===== config.mk =====
export PLATFORM = sky130hd
export DESIGN_NAME = bram_lsu_flat
export DESIGN_NICKNAME = d
export VERILOG_FILES = /design/src/rtl/bram_lsu_if.sv /design/src/rtl/bram_lsu.sv /design/src/flat_wrapper.sv
export SDC_FILE = /design/constraint.sdc
export NUM_CORES = 1
export LEC_CHECK = 0
export ABC_CLOCK_PERIOD_IN_PS = 12600
export CAP_MARGIN = 20
export CORE_ASPECT_RATIO = 1.5
export CORE_MARGIN = 1.5
export CORE_UTILIZATION = 52
export DETAILED_ROUTE_END_ITERATION = 16
export HOLD_SLACK_MARGIN = 0.03
export PLACE_DENSITY = 0.85
export SETUP_SLACK_MARGIN = 0.05
export SYNTH_ARGS = -nofsm -noshare
export SYNTH_HDL_FRONTEND = slang
export SYNTH_SLANG_ARGS = --single-unit

===== constraint.sdc =====
create_clock -name i_clk -period 12.6 [get_ports i_clk]
set_input_delay 2.52 -clock i_clk [delete_from_list [all_inputs] [get_ports i_clk]]
set_output_delay 2.52 -clock i_clk [all_outputs]
set_load 0.03 [all_outputs]

===== src/rtl/bram_lsu_if.sv =====
// Request/response and RAM-side signal bundle for bram_lsu.
// The slave modport is the LSU's view; master is the core/RAM side.
interface bram_lsu_if;
  localparam int unsigned ADDR_W = 11;

  logic              req_valid;
  logic              req_ready;
  logic              req_write;
  logic [1:0]        req_size;
  logic              req_signed;
  logic [ADDR_W-1:0] req_addr;
  logic [31:0]       req_wdata;
  logic              rsp_valid;
  logic              rsp_ready;
  logic [31:0]       rsp_rdata;
  logic              rsp_err;
  logic [ADDR_W-1:0] ram_raddr;
  logic [ADDR_W-1:0] ram_waddr;
  logic [31:0]       ram_wdata;
  logic              ram_wren;
  logic [31:0]       ram_rdata;

  modport slave (
    input  req_valid, req_write, req_size, req_signed, req_addr, req_wdata,
    input  rsp_ready, ram_rdata,
    output req_ready, rsp_valid, rsp_rdata, rsp_err,
    output ram_raddr, ram_waddr, ram_wdata, ram_wren
  );

  modport master (
    output req_valid, req_write, req_size, req_signed, req_addr, req_wdata,
    output rsp_ready, ram_rdata,
    input  req_ready, rsp_valid, rsp_rdata, rsp_err,
    input  ram_raddr, ram_waddr, ram_wdata, ram_wren
  );
endinterface


===== src/rtl/bram_lsu.sv =====
// Load/store unit for the 2 KiB unaligned block RAM; sub-word stores use read-modify-write.
// Define BRAM_LSU_ALIGN_CHECK_EN to reject misaligned half/word requests.
module bram_lsu (
  input  logic        i_clk,
  input  logic        i_rst,
  bram_lsu_if.slave   bus
);
  localparam int unsigned ADDR_W = 11;

  typedef enum logic [2:0] {StIdle, StRead, StWait, StWrite, StResp} state_e;

  state_e            r_state;
  logic              r_write;
  logic [1:0]        r_size;
  logic              r_signed;
  logic [ADDR_W-1:0] r_addr;
  logic [15:0]       r_wdata;
  logic              r_req_ready;
  logic              r_rsp_valid;
  logic [31:0]       r_rsp_rdata;
  logic              r_rsp_err;
  logic [ADDR_W-1:0] r_ram_raddr;
  logic [ADDR_W-1:0] r_ram_waddr;
  logic [31:0]       r_ram_wdata;
  logic              r_ram_wren;

  logic        w_misalign;
  logic        w_reject;
  logic [31:0] w_ext;
  logic [31:0] w_merge;

`ifdef BRAM_LSU_ALIGN_CHECK_EN
  assign w_misalign = ((bus.req_size == 2'd1) && bus.req_addr[0]) ||
                      ((bus.req_size == 2'd2) && (bus.req_addr[1:0] != 2'b00));
`else
  assign w_misalign = 1'b0;
`endif

  assign w_reject = (bus.req_size == 2'd3) || w_misalign;

  always_comb begin
    w_ext = bus.ram_rdata;
    case (r_size)
      2'd0:    w_ext = {{24{r_signed & bus.ram_rdata[7]}}, bus.ram_rdata[7:0]};
      2'd1:    w_ext = {{16{r_signed & bus.ram_rdata[15]}}, bus.ram_rdata[15:0]};
      default: w_ext = bus.ram_rdata;
    endcase
  end

  // Only byte and half stores reach the merge path; word stores bypass the read.
  assign w_merge = (r_size == 2'd0) ? {bus.ram_rdata[31:8], r_wdata[7:0]}
                                    : {bus.ram_rdata[31:16], r_wdata[15:0]};

  always_ff @(posedge i_clk or posedge i_rst) begin
    if (i_rst) begin
      r_state     <= StIdle;
      r_write     <= 1'b0;
      r_size      <= 2'd0;
      r_signed    <= 1'b0;
      r_addr      <= '0;
      r_wdata     <= '0;
      r_req_ready <= 1'b1;
      r_rsp_valid <= 1'b0;
      r_rsp_rdata <= '0;
      r_rsp_err   <= 1'b0;
      r_ram_raddr <= '0;
      r_ram_waddr <= '0;
      r_ram_wdata <= '0;
      r_ram_wren  <= 1'b0;
    end else begin
      case (r_state)
        StIdle: begin
          if (bus.req_valid) begin
            r_write     <= bus.req_write;
            r_size      <= bus.req_size;
            r_signed    <= bus.req_signed;
            r_addr      <= bus.req_addr;
            r_wdata     <= bus.req_wdata[15:0];
            r_req_ready <= 1'b0;
            r_rsp_rdata <= '0;
            r_rsp_err   <= 1'b0;
            if (w_reject) begin
              r_rsp_err   <= 1'b1;
              r_rsp_valid <= 1'b1;
              r_state     <= StResp;
            end else if (bus.req_write && (bus.req_size == 2'd2)) begin
              r_ram_wren  <= 1'b1;
              r_ram_waddr <= bus.req_addr;
              r_ram_wdata <= bus.req_wdata;
              r_state     <= StWrite;
            end else begin
              r_ram_raddr <= bus.req_addr;
              r_state     <= StRead;
            end
          end
        end
        StRead: r_state <= StWait;
        StWait: begin
          r_ram_raddr <= '0;
          if (!r_write) begin
            r_rsp_rdata <= w_ext;
            r_rsp_valid <= 1'b1;
            r_state     <= StResp;
          end else begin
            r_ram_wren  <= 1'b1;
            r_ram_waddr <= r_addr;
            r_ram_wdata <= w_merge;
            r_state     <= StWrite;
          end
        end
        StWrite: begin
          r_ram_wren  <= 1'b0;
          r_ram_waddr <= '0;
          r_ram_wdata <= '0;
          r_rsp_valid <= 1'b1;
          r_state     <= StResp;
        end
        StResp: begin
          if (bus.rsp_ready) begin
            r_rsp_valid <= 1'b0;
            r_rsp_rdata <= '0;
            r_rsp_err   <= 1'b0;
            r_req_ready <= 1'b1;
            r_state     <= StIdle;
          end
        end
        default: r_state <= StIdle;
      endcase
    end
  end

  assign bus.req_ready = r_req_ready;
  assign bus.rsp_valid = r_rsp_valid;
  assign bus.rsp_rdata = r_rsp_rdata;
  assign bus.rsp_err   = r_rsp_err;
  assign bus.ram_raddr = r_ram_raddr;
  assign bus.ram_waddr = r_ram_waddr;
  assign bus.ram_wdata = r_ram_wdata;
  assign bus.ram_wren  = r_ram_wren;
endmodule


===== src/flat_wrapper.sv =====
// flat-port wrapper written by rule: the top's interface ports become plain ports
module bram_lsu_flat 
  (i_clk, i_rst, bus_req_valid, bus_req_write, bus_req_size, bus_req_signed, bus_req_addr, bus_req_wdata, bus_rsp_ready, bus_ram_rdata, bus_req_ready, bus_rsp_valid, bus_rsp_rdata, bus_rsp_err, bus_ram_raddr, bus_ram_waddr, bus_ram_wdata, bus_ram_wren);
  bram_lsu_if bus_i ();
  input  logic i_clk;
  input  logic i_rst;
  input wire logic [$bits(bus_i.req_valid)-1:0] bus_req_valid;
  input wire logic [$bits(bus_i.req_write)-1:0] bus_req_write;
  input wire logic [$bits(bus_i.req_size)-1:0] bus_req_size;
  input wire logic [$bits(bus_i.req_signed)-1:0] bus_req_signed;
  input wire logic [$bits(bus_i.req_addr)-1:0] bus_req_addr;
  input wire logic [$bits(bus_i.req_wdata)-1:0] bus_req_wdata;
  input wire logic [$bits(bus_i.rsp_ready)-1:0] bus_rsp_ready;
  input wire logic [$bits(bus_i.ram_rdata)-1:0] bus_ram_rdata;
  output wire logic [$bits(bus_i.req_ready)-1:0] bus_req_ready;
  output wire logic [$bits(bus_i.rsp_valid)-1:0] bus_rsp_valid;
  output wire logic [$bits(bus_i.rsp_rdata)-1:0] bus_rsp_rdata;
  output wire logic [$bits(bus_i.rsp_err)-1:0] bus_rsp_err;
  output wire logic [$bits(bus_i.ram_raddr)-1:0] bus_ram_raddr;
  output wire logic [$bits(bus_i.ram_waddr)-1:0] bus_ram_waddr;
  output wire logic [$bits(bus_i.ram_wdata)-1:0] bus_ram_wdata;
  output wire logic [$bits(bus_i.ram_wren)-1:0] bus_ram_wren;
  assign bus_i.req_valid = bus_req_valid;
  assign bus_i.req_write = bus_req_write;
  assign bus_i.req_size = bus_req_size;
  assign bus_i.req_signed = bus_req_signed;
  assign bus_i.req_addr = bus_req_addr;
  assign bus_i.req_wdata = bus_req_wdata;
  assign bus_i.rsp_ready = bus_rsp_ready;
  assign bus_i.ram_rdata = bus_ram_rdata;
  assign bus_req_ready = bus_i.req_ready;
  assign bus_rsp_valid = bus_i.rsp_valid;
  assign bus_rsp_rdata = bus_i.rsp_rdata;
  assign bus_rsp_err = bus_i.rsp_err;
  assign bus_ram_raddr = bus_i.ram_raddr;
  assign bus_ram_waddr = bus_i.ram_waddr;
  assign bus_ram_wdata = bus_i.ram_wdata;
  assign bus_ram_wren = bus_i.ram_wren;
  bram_lsu u_core (.i_clk(i_clk), .i_rst(i_rst), .bus(bus_i));
endmodule

# --- After elaboration in Yosys (flattened, before gate mapping) ---
# Cells that the tools add are included.
op_classes:
  n_eq_ne: 15
  n_mux: 42
  n_bitwise: 2
  reduce_logical: 15
op_table:
  columns: ["cell", "n"]
  rows:
  - ["$mux 32", 7]
  - ["$pmux 32 s3", 2]
  - ["$mux 11", 7]
  - ["$pmux 32 s2", 1]
  - ["$pmux 11 s3", 1]
  - ["$pmux 11 s2", 1]
  - ["$mux 16", 1]
  - ["$pmux 3 s5", 1]
  - ["$mux 1", 12]
  - ["$mux 3", 4]
  - ["$ne 2x2->1 const B", 5]
  - ["$reduce_and 5->1", 2]
  - ["$reduce_and 4->1", 2]
  - ["$eq 3x2->1 const B", 2]
  - ["$ne 2x1->1 const B", 3]
  - ["$reduce_bool 3->1", 2]
  - ["$eq 2x2->1 const B", 2]
  - ["$pmux 1 s2", 2]
  - ["$pmux 1 s4", 1]
  - ["$reduce_and 2->1", 2]
  - ["$reduce_bool 2->1", 2]
  - ["$reduce_bool 4->1", 1]
  - ["$eq 3x1->1 const B", 1]
  - ["$eq 3x3->1 const B", 1]
  - ["8 further kinds", 9]
word_totals:
  reg_bits: 124
  input_bits: 83
  out_inout_bits: 90
  elab_cells: 88

# --- Depth between registers and ports, before layout ---
# Gate-level depths: netlist of run 1.
logic_depth:
  word_depth: 6
  depth_mapped: 6
  mapped_depth_nobuf: 4

# --- Worst setup path before layout of run 1 ---
# Ideal clock, no wire load.
synth_timing:
  path_type: "input port to flip-flop"
  start: "in bus_req_size[0]"
  end: "reg u_core.r_ram_waddr[8] (netlist: u_core.bus.ram_waddr[8])"
  setup_ps: 125
  arrival_ps: 3697
  required_ps: 12475
  setup_slack_ps: 8778
  path_stages: 6
  path_buffers: 2
  path_cell_list: "nand4b_1 o21ba_1 a211o_1 buf_6 buf_6 mux2_4"
synth_between:
  elab_chain_len: 4
  elab_cells_between_ends: 6
  classes_between: "eq/ne (4); reduce/logical (2)"
synth_rtl:
  columns: ["item", "line_no", "text"]
  rows:
  - ["start: declaration", "flat_wrapper.sv:9", "input wire logic [$bits(bus_i.req_size)-1:0] bus_req_size;"]
  - ["$eq 2x2->1", "bram_lsu.sv:86", "end else if (bus.req_write && (bus.req_size == 2'd2)) begin"]
  - ["$logic_and 1x1->1", "bram_lsu.sv:86", null]
  - ["$ne 2x1->1 (no line)", null, null]
  - ["$reduce_and 5->1 (no line) (*)", null, null]
  - ["end signal: assignment", "bram_lsu.sv:88", "r_ram_waddr <= bus.req_addr;"]
  - ["end signal: assignment", "bram_lsu.sv:106", "r_ram_waddr <= r_addr;"]
  - ["end: declaration", "bram_lsu.sv:23", "logic [ADDR_W-1:0] r_ram_waddr;"]
# Mark *: on every way between the ends. The rest lies on a longest branch, timed or not.
# A chain may end at the register's enable or synchronous reset.

# --- Worst setup path after layout of run 1 ---
layout_timing:
  start: "in bus_req_size[1]"
  end: "reg u_core.r_ram_wdata[28] (netlist: u_core.bus.ram_wdata[28])"
layout_between:
  elab_chain_len: 4
  elab_cells_between_ends: 6
  classes_between: "eq/ne (4); reduce/logical (2)"
layout_rtl:
  columns: ["item", "line_no", "text"]
  rows:
  - ["$eq 2x2->1", "bram_lsu.sv:86", null]
  - ["$logic_and 1x1->1", "bram_lsu.sv:86", null]
  - ["$ne 2x1->1 (no line)", null, null]
  - ["$reduce_and 5->1 (no line) (*)", null, null]
  - ["end signal: assignment", "bram_lsu.sv:89", "r_ram_wdata <= bus.req_wdata;"]
  - ["end signal: assignment", "bram_lsu.sv:107", "r_ram_wdata <= w_merge;"]
  - ["end: declaration", "bram_lsu.sv:24", "logic [31:0] r_ram_wdata;"]
# Marked as above.

==> results of run 1 <==
==> sequential cells by signal, indices dropped and copies added (netlist names), 2 cells and up <==
name / count
u_core.bus.ram_raddr: 11
u_core.bus.ram_waddr: 11
u_core.bus.ram_wdata: 32
u_core.bus.rsp_rdata: 32
u_core.r_addr: 11
u_core.r_size: 2
u_core.r_state: 3
u_core.r_wdata: 16
==> cell usage in the layout, fill, tap and decap left out, types with 2 or more instances in the layout <==
master             n
nand3_1           12
a21o_1             2
nor2_1             6
clkinv_2           3
mux2_4            39
o21ai_0           30
mux2i_1           16
a21oi_1           40
dfrtp_1          123
mux2_2            59
or2_2              2
clkbuf_16         17
nand2b_1           3
clkdlybuf4s50_1  172
inv_1             27
nor3b_2            2
buf_4              5
clkinvlp_4         7
o31ai_1           17
nand2_1           93
bufinv_16          2
==> cell families after synthesis <==
family | Yosys count | share of synthesized area [%]
compound gates | 97 | 9.536
buf+inv | 65 | 5.021
flops | 124 | 52.34
mux | 115 | 23.97
simple gates | 127 | 9.135
==> synthesized netlist by cell type, types with 2 or more instances <==
master    count
mux2_2       59
a21o_1        2
inv_1        28
clkbuf_1     21
dfrtp_1     123
mux2_4       39
nand2b_1      4
or2_2         2
o31ai_1      17
buf_2        10
mux2i_1      16
nand2_1      93
buf_6         5
nand3_1      12
nor2b_1       2
nor2_1        6
o21ai_0      30
a21oi_1      40
==> worst max-delay path, cell delays in order <==
cell             delay, ns
clkdlybuf4s50_1       0.59
nand2_1               0.11
o21ai_0               0.37
a211o_2               0.71
buf_4                 0.50
mux2_2                0.38
==> worst max path at each step <==
stage / to / depth (start not counted) / start
after CTS: u_core.bus.ram_wdata[28]$_DFFE_PP0P_ / 6 / bus_req_size[1]
after floorplan: u_core.bus.ram_raddr[0]$_DFFE_PP0P_ / 1 / i_rst
final: u_core.bus.ram_wdata[28]$_DFFE_PP0P_ / 6 / bus_req_size[1]
after global routing: u_core.r_wdata[10]$_DFFE_PP0P_ / 4 / bus_req_valid
after detailed placement: u_core.r_addr[2]$_DFFE_PP0P_ / 4 / bus_req_valid
after global placement: u_core.r_wdata[4]$_DFFE_PP0P_ / 4 / bus_req_valid
==> routing by layer <==
metal  GRT usage [%]  vias up  share of wire (%)
met4           13.05        0                3.8
met1           31.85     2323                 38
met5               0        -                  0
met2           47.31      196                 53
li1                -     2129                  -
met3           6.689       42                5.5
==> metrics by stage <==
stage / instance area (sq um) / utilization (%)
2_1_floorplan: 5931 / -
3_3_place_gp: 7707 / 69.71
3_5_place_dp: 7707 / 69.71
4_1_cts: 8292 / 75.00
5_1_grt: 8312 / 75.18
6_report: 8312 / 75.18
==> where the power goes <==
group          switching (W)  leakage, nW  internal, W
Sequential          0.000144         1.55     0.000588
Clock               0.000183        0.266     0.000295
Combinational       0.000611         2.00     0.000547
==> final cells by class <==
cell class                 instances  share of cell area, %
sequential                       124                  37.35
multi-input combinational        339                  30.71
timing repair buffer             178                  21.41
clock buffer                      18                  5.284
tap                              147                  2.213
clock inverter                    14                  1.746
inverter                          28                  1.295
==> flow_summary_export.csv, run 1 <==
group,metric,value,unit
timing,tns,0,ns
critical_path,reg2reg_to,"u_core.bus.ram_wdata[28]$_DFFE_PP0P_",
logic_synthesis,syn-num-nets,611,
min_path,min_path_cells,1,
timing,final-hold-violation-count,0,
detailed_routing,drc,0,
pwr,power,0.002369,W
detailed_routing,avgRoutedWirePerCell,18.56,microns
min_path,min_path_type,"register to register",
critical_path,reg2reg_setup_slack,9.29,ns
clock_tree,cts_setup_buffers,0,
pwr,power_density,285.0,nW/um^2
final_layout,antenna_cells,0,
timing,slew_headroom,27.33,%
critical_path,worstSetupPathType,"primary input to register",
logic_synthesis,synth-warning-count,0,
logic_synthesis,netlist-cell-type-count,37,
logic_synthesis,synth_top_area_share,51.90,%
floorplan,die_area,12070,sq um
global_routing,track_usage,27.36,%
timing,fin_crit,4.898,ns
global_routing,grt_max_degree,88,
logic_synthesis,ys_ff_latch,124,
floorplan,die_h,133.8,microns
logic_synthesis,yosysTopAreaCell,"dfrtp_1",
min_path,hold_path_end,"u_core.bus.rsp_rdata[25]$_DFFE_PP0P_",
final_layout,multi_input_area,2552,sq um
logic_synthesis,netlist_instances,528,
logic_synthesis,syn_area,5931,sq um
timing,max_freq,204.2,MHz
timing,final-max-slew-violation-count,0,
global_routing,grt_pass1_wl,25630,microns
min_path,min_from,"u_core.bus.rsp_rdata[25]$_DFFE_PP0P_",
critical_path,critPathLaunchType,"primary input",
pwr,leakage,3.814,nW
detailed_routing,wl,15740,microns
clock_tree,path_clk_slew,0.06,ns
detailed_routing,drtAntennaViolNets,0,
detailed_routing,dr.first_iter.drc_count,308,
placement,post-place-ws,7.349,ns
critical_path,cp.required,12.90,ns
floorplan,coreArea,11060,sq um
critical_path,cp-end-kind,"register",
placement,place.gp.congestion,0.8271,
clock_tree,cts_max_path_buffers,2,
status,status,"finished clean",
critical_path,r2r-start,"u_core.r_state[0]$_DFFE_PP0P_",
final_layout,drive_gt1_share,21.26,%
timing,tightest_slew,1.088,ns
critical_path,arrival,5.19,ns
floorplan,initial_utilization,53.64,%
global_routing,grt_pass1_vias,4983,
final_layout,nets,771,
floorplan,num_rows,47,
timing,hold_ws,0.5051,ns
clock_tree,cts_root_buffer,"clkbuf_16",
logic_synthesis,synth_edf_count,0,
final_layout,syn2layout_area_growth,40.15,%
logic_synthesis,synth_flop_cell,"dfrtp_1",
placement,dp_cells,815,
logic_synthesis,synth_area_per_cell,11.23,sq um
logic_synthesis,async_flop_share,100.0,%
floorplan,ioPinCount,173,
timing,rsz0062_at_grt,"false",
clock_tree,cts.sinks,124,
detailed_routing,drt-pass1-iter-count,5,
logic_synthesis,synth_seq_area_share,52.34,%
final_layout,fillers,763,
critical_path,crit_path_max_fanout,23,
logic_synthesis,synthTopCellsByArea,"dfrtp_1 (52%), mux2_2 (11%), mux2_4 (9.9%)",
critical_path,r2r_cells,4,
timing,finalClockSkew,0.008439,ns
global_routing,antenna_found_initial,0,
final_layout,instances_no_fill,848,
timing,setup_viol,0,
timing,finalCritPeriodShare,38.87,%
floorplan,die_w,90.20,microns
pwr,ir_worst_vdd,0.0001620,V
timing,worst_slack,7.702,ns
clock_tree,cts_hold_buf,0,
run,max-cap-violations,0,
placement,hpwl,10970,microns
clock_tree,cts_made_buffers,17,
clock_tree,cts_resized,0,
final_layout,regArea,3104,sq um
detailed_routing,vias,4690,
global_routing,grt-ovfl-total,0,
clock_tree,insertion_delay,0.42,ns
detailed_routing,routed_via_density,5.531,
clock_tree,htreeDepth,4,
clock_tree,cts_tree,"yes",
placement,io_buffers,172,
No activity file was read; power rests on OpenSTA's default activity.
==> run 2: changes to the inputs <==
- ABC_CLOCK_PERIOD_IN_PS: 12600 -> 4550
- CORE_UTILIZATION: 52 -> 48
- PLACE_DENSITY: 0.85 -> 0.79
- clock period: 12.6 -> 4.55 ns (I/O delays scaled with it)
==> flow_summary_export.csv, run 2 (synthesized netlist as in run 1, its figures left out) <==
group,metric,value,unit
floorplan,die_area,13050,sq um
global_routing,antenna_found_initial,1,
detailed_routing,drtAntennaViolNets,0,
status,status,"finished clean",
critical_path,max_stage_delay,0.63,ns
global_routing,grt_pass1_wl,25580,microns
floorplan,initial_utilization,49.35,%
pwr,p_int,0.004104,W
clock_tree,cts_max_path_buffers,2,
final_layout,layout.cells.most_common,"clkdlybuf4s50_1",
detailed_routing,vias,4647,
critical_path,critPathLaunchType,"primary input",
pwr,power_density,796.3,nW/um^2
detailed_routing,drc,0,
global_routing,track_usage,25.68,%
detailed_routing,wl,16000,microns
clock_tree,insertion_delay,0.41,ns
final_layout,regArea,3104,sq um
pwr,power_frac_seq,30.3,%
clock_tree,cts_tree,"yes",
timing,rsz0062_at_grt,"false",
clock_tree,cts_hold_buf,0,
timing,setup_viol,0,
timing,tns,0,ns
clock_tree,path_clk_slew,0.05,ns
clock_tree,cts_setup_buffers,0,
min_path,hold_path_end,"u_core.r_wdata[2]$_DFFE_PP0P_",
critical_path,arrival,3.34,ns
timing,tightest_slew,0.9217,ns
critical_path,cp-end-kind,"register",
clock_tree,cts_root_buffer,"clkbuf_16",
critical_path,reg2reg_setup_slack,1.89,ns
timing,finalCritPeriodShare,67.03,%
final_layout,multi_input_area,2552,sq um
floorplan,die_h,139.1,microns
final_layout,post-route-util,69.83,%
pwr,p_comb_share,48.6,%
floorplan,ioPinCount,173,
detailed_routing,dr.first_iter.drc_count,217,
pwr,leakage,3.870,nW
critical_path,crit_path_max_fanout,21,
min_path,min_path_cells,1,
timing,max_freq,327.9,MHz
critical_path,crit_chain,"clkdlybuf4s50_1, nand2_1, o21ai_0, a211o_2, buf_4, mux2_2",
timing,finalClockSkew,0.01153,ns
global_routing,grt_pass1_vias,4888,
min_path,min_path_type,"register to register",
floorplan,num_rows,49,
timing,slew_headroom,38.42,%
timing,final-hold-violation-count,0,
critical_path,r2r-start,"u_core.r_state[0]$_DFFE_PP0P_",
pwr,switching_share,38.57,%
pwr,ir_worst_vdd,0.0004894,V
final_layout,final_cell_mix,"clkdlybuf4s50_1 (172), dfrtp_1 (123), nand2_1 (93)",
detailed_routing,avgRoutedWirePerCell,18.62,microns
detailed_routing,drt-pass1-iter-count,4,
critical_path,cp.required,4.84,ns
clock_tree,cts_resized,0,
clock_tree,cts.sinks,124,
final_layout,syn2layout_area_growth,41.48,%
clock_tree,htreeDepth,4,
pwr,clock_power_share,21.0,%
run,max-cap-violations,0,
placement,io_buffers,172,
placement,hpwl,11370,microns
critical_path,worstSetupPathType,"primary input to register",
final_layout,drive_gt1_share,21.42,%
critical_path,reg2reg_to,"u_core.bus.ram_wdata[27]$_DFFE_PP0P_",
timing,final-max-slew-violation-count,0,
floorplan,coreArea,12020,sq um
min_path,min_from,"u_core.r_wdata[2]$_DFFE_PP0P_",
final_layout,fillers,909,
timing,fin_crit,3.050,ns
clock_tree,cts_made_buffers,17,
critical_path,r2r_cells,4,
pwr,power.switching,0.002577,W
global_routing,grt-ovfl-total,0,
detailed_routing,routed_via_density,5.410,
floorplan,die_w,93.76,microns
final_layout,nets,775,
global_routing,grt_max_degree,61,
placement,place.gp.congestion,0.9060,
critical_path,cp_slowest_cell,"a211o_2",
==> run 2: through the flow <==
step                      setup WS [ns]  total power [W]  area [sq um]  std cells  hold slack, ns
after floorplan                  0.3424         0.004082          5931        528          0.4585
after global placement            1.189         0.005128          7745        825          0.4689
after detailed placement          1.090         0.005247          7745        825          0.4817
after CTS                         1.531         0.006695          8361        857          0.4937
after global routing              1.401         0.007014          8391        859          0.5103
final                             1.500         0.006681          8391        859          0.4918
==> run 2: worst max path at each step <==
stage               startpoint  slack [ns]                                   end  cells past startpoint
3_5_place_dp   bus_req_size[1]        1.09  u_core.bus.ram_wdata[28]$_DFFE_PP0P_                      6
4_1_cts        bus_req_size[1]        1.53  u_core.bus.ram_wdata[28]$_DFFE_PP0P_                      6
3_3_place_gp   bus_req_size[1]        1.19  u_core.bus.ram_wdata[29]$_DFFE_PP0P_                      6
2_1_floorplan            i_rst        0.34   u_core.bus.ram_raddr[0]$_DFFE_PP0P_                      1
6_report       bus_req_size[1]        1.50  u_core.bus.ram_wdata[27]$_DFFE_PP0P_                      6
5_1_grt        bus_req_size[1]        1.40  u_core.bus.ram_wdata[27]$_DFFE_PP0P_                      6
==> run 2: power groups by stage <==
stage	Sequential (W)	Clock (W)	Combinational, W
after global placement	0.00200	0	0.00313
after CTS	0.00202	0.00143	0.00324
final	0.00203	0.00141	0.00325
after global routing	0.00209	0.00148	0.00344
after floorplan	0.00261	0	0.00147
after detailed placement	0.00202	0	0.00322
==> run 2: area by class of cell <==
cell class / count / share of cell area [%]
flip-flops and latches: 124 / 37.00
clock inverters: 12 / 2.013
diodes: 1 / 0.02982
inverters: 28 / 1.282
well taps: 153 / 2.282
clock buffers: 20 / 5.324
multi-input cells: 339 / 30.42
repair buffers: 182 / 21.65
==> run 2: worst max-delay path, delay by kind of cell <==
kind,cells,cell delay [ns]
buf+inv,2,1.01
simple gates,1,0.10
mux,1,0.38
compound gates,2,0.93
==> run 2: layer usage <==
layer / GRT usage (%) / share of wire (%)
met1: 30.52 / 38
met2: 44.01 / 55
met3: 5.154 / 4.4
met4: 11.94 / 2.8
met5: 0 / 0
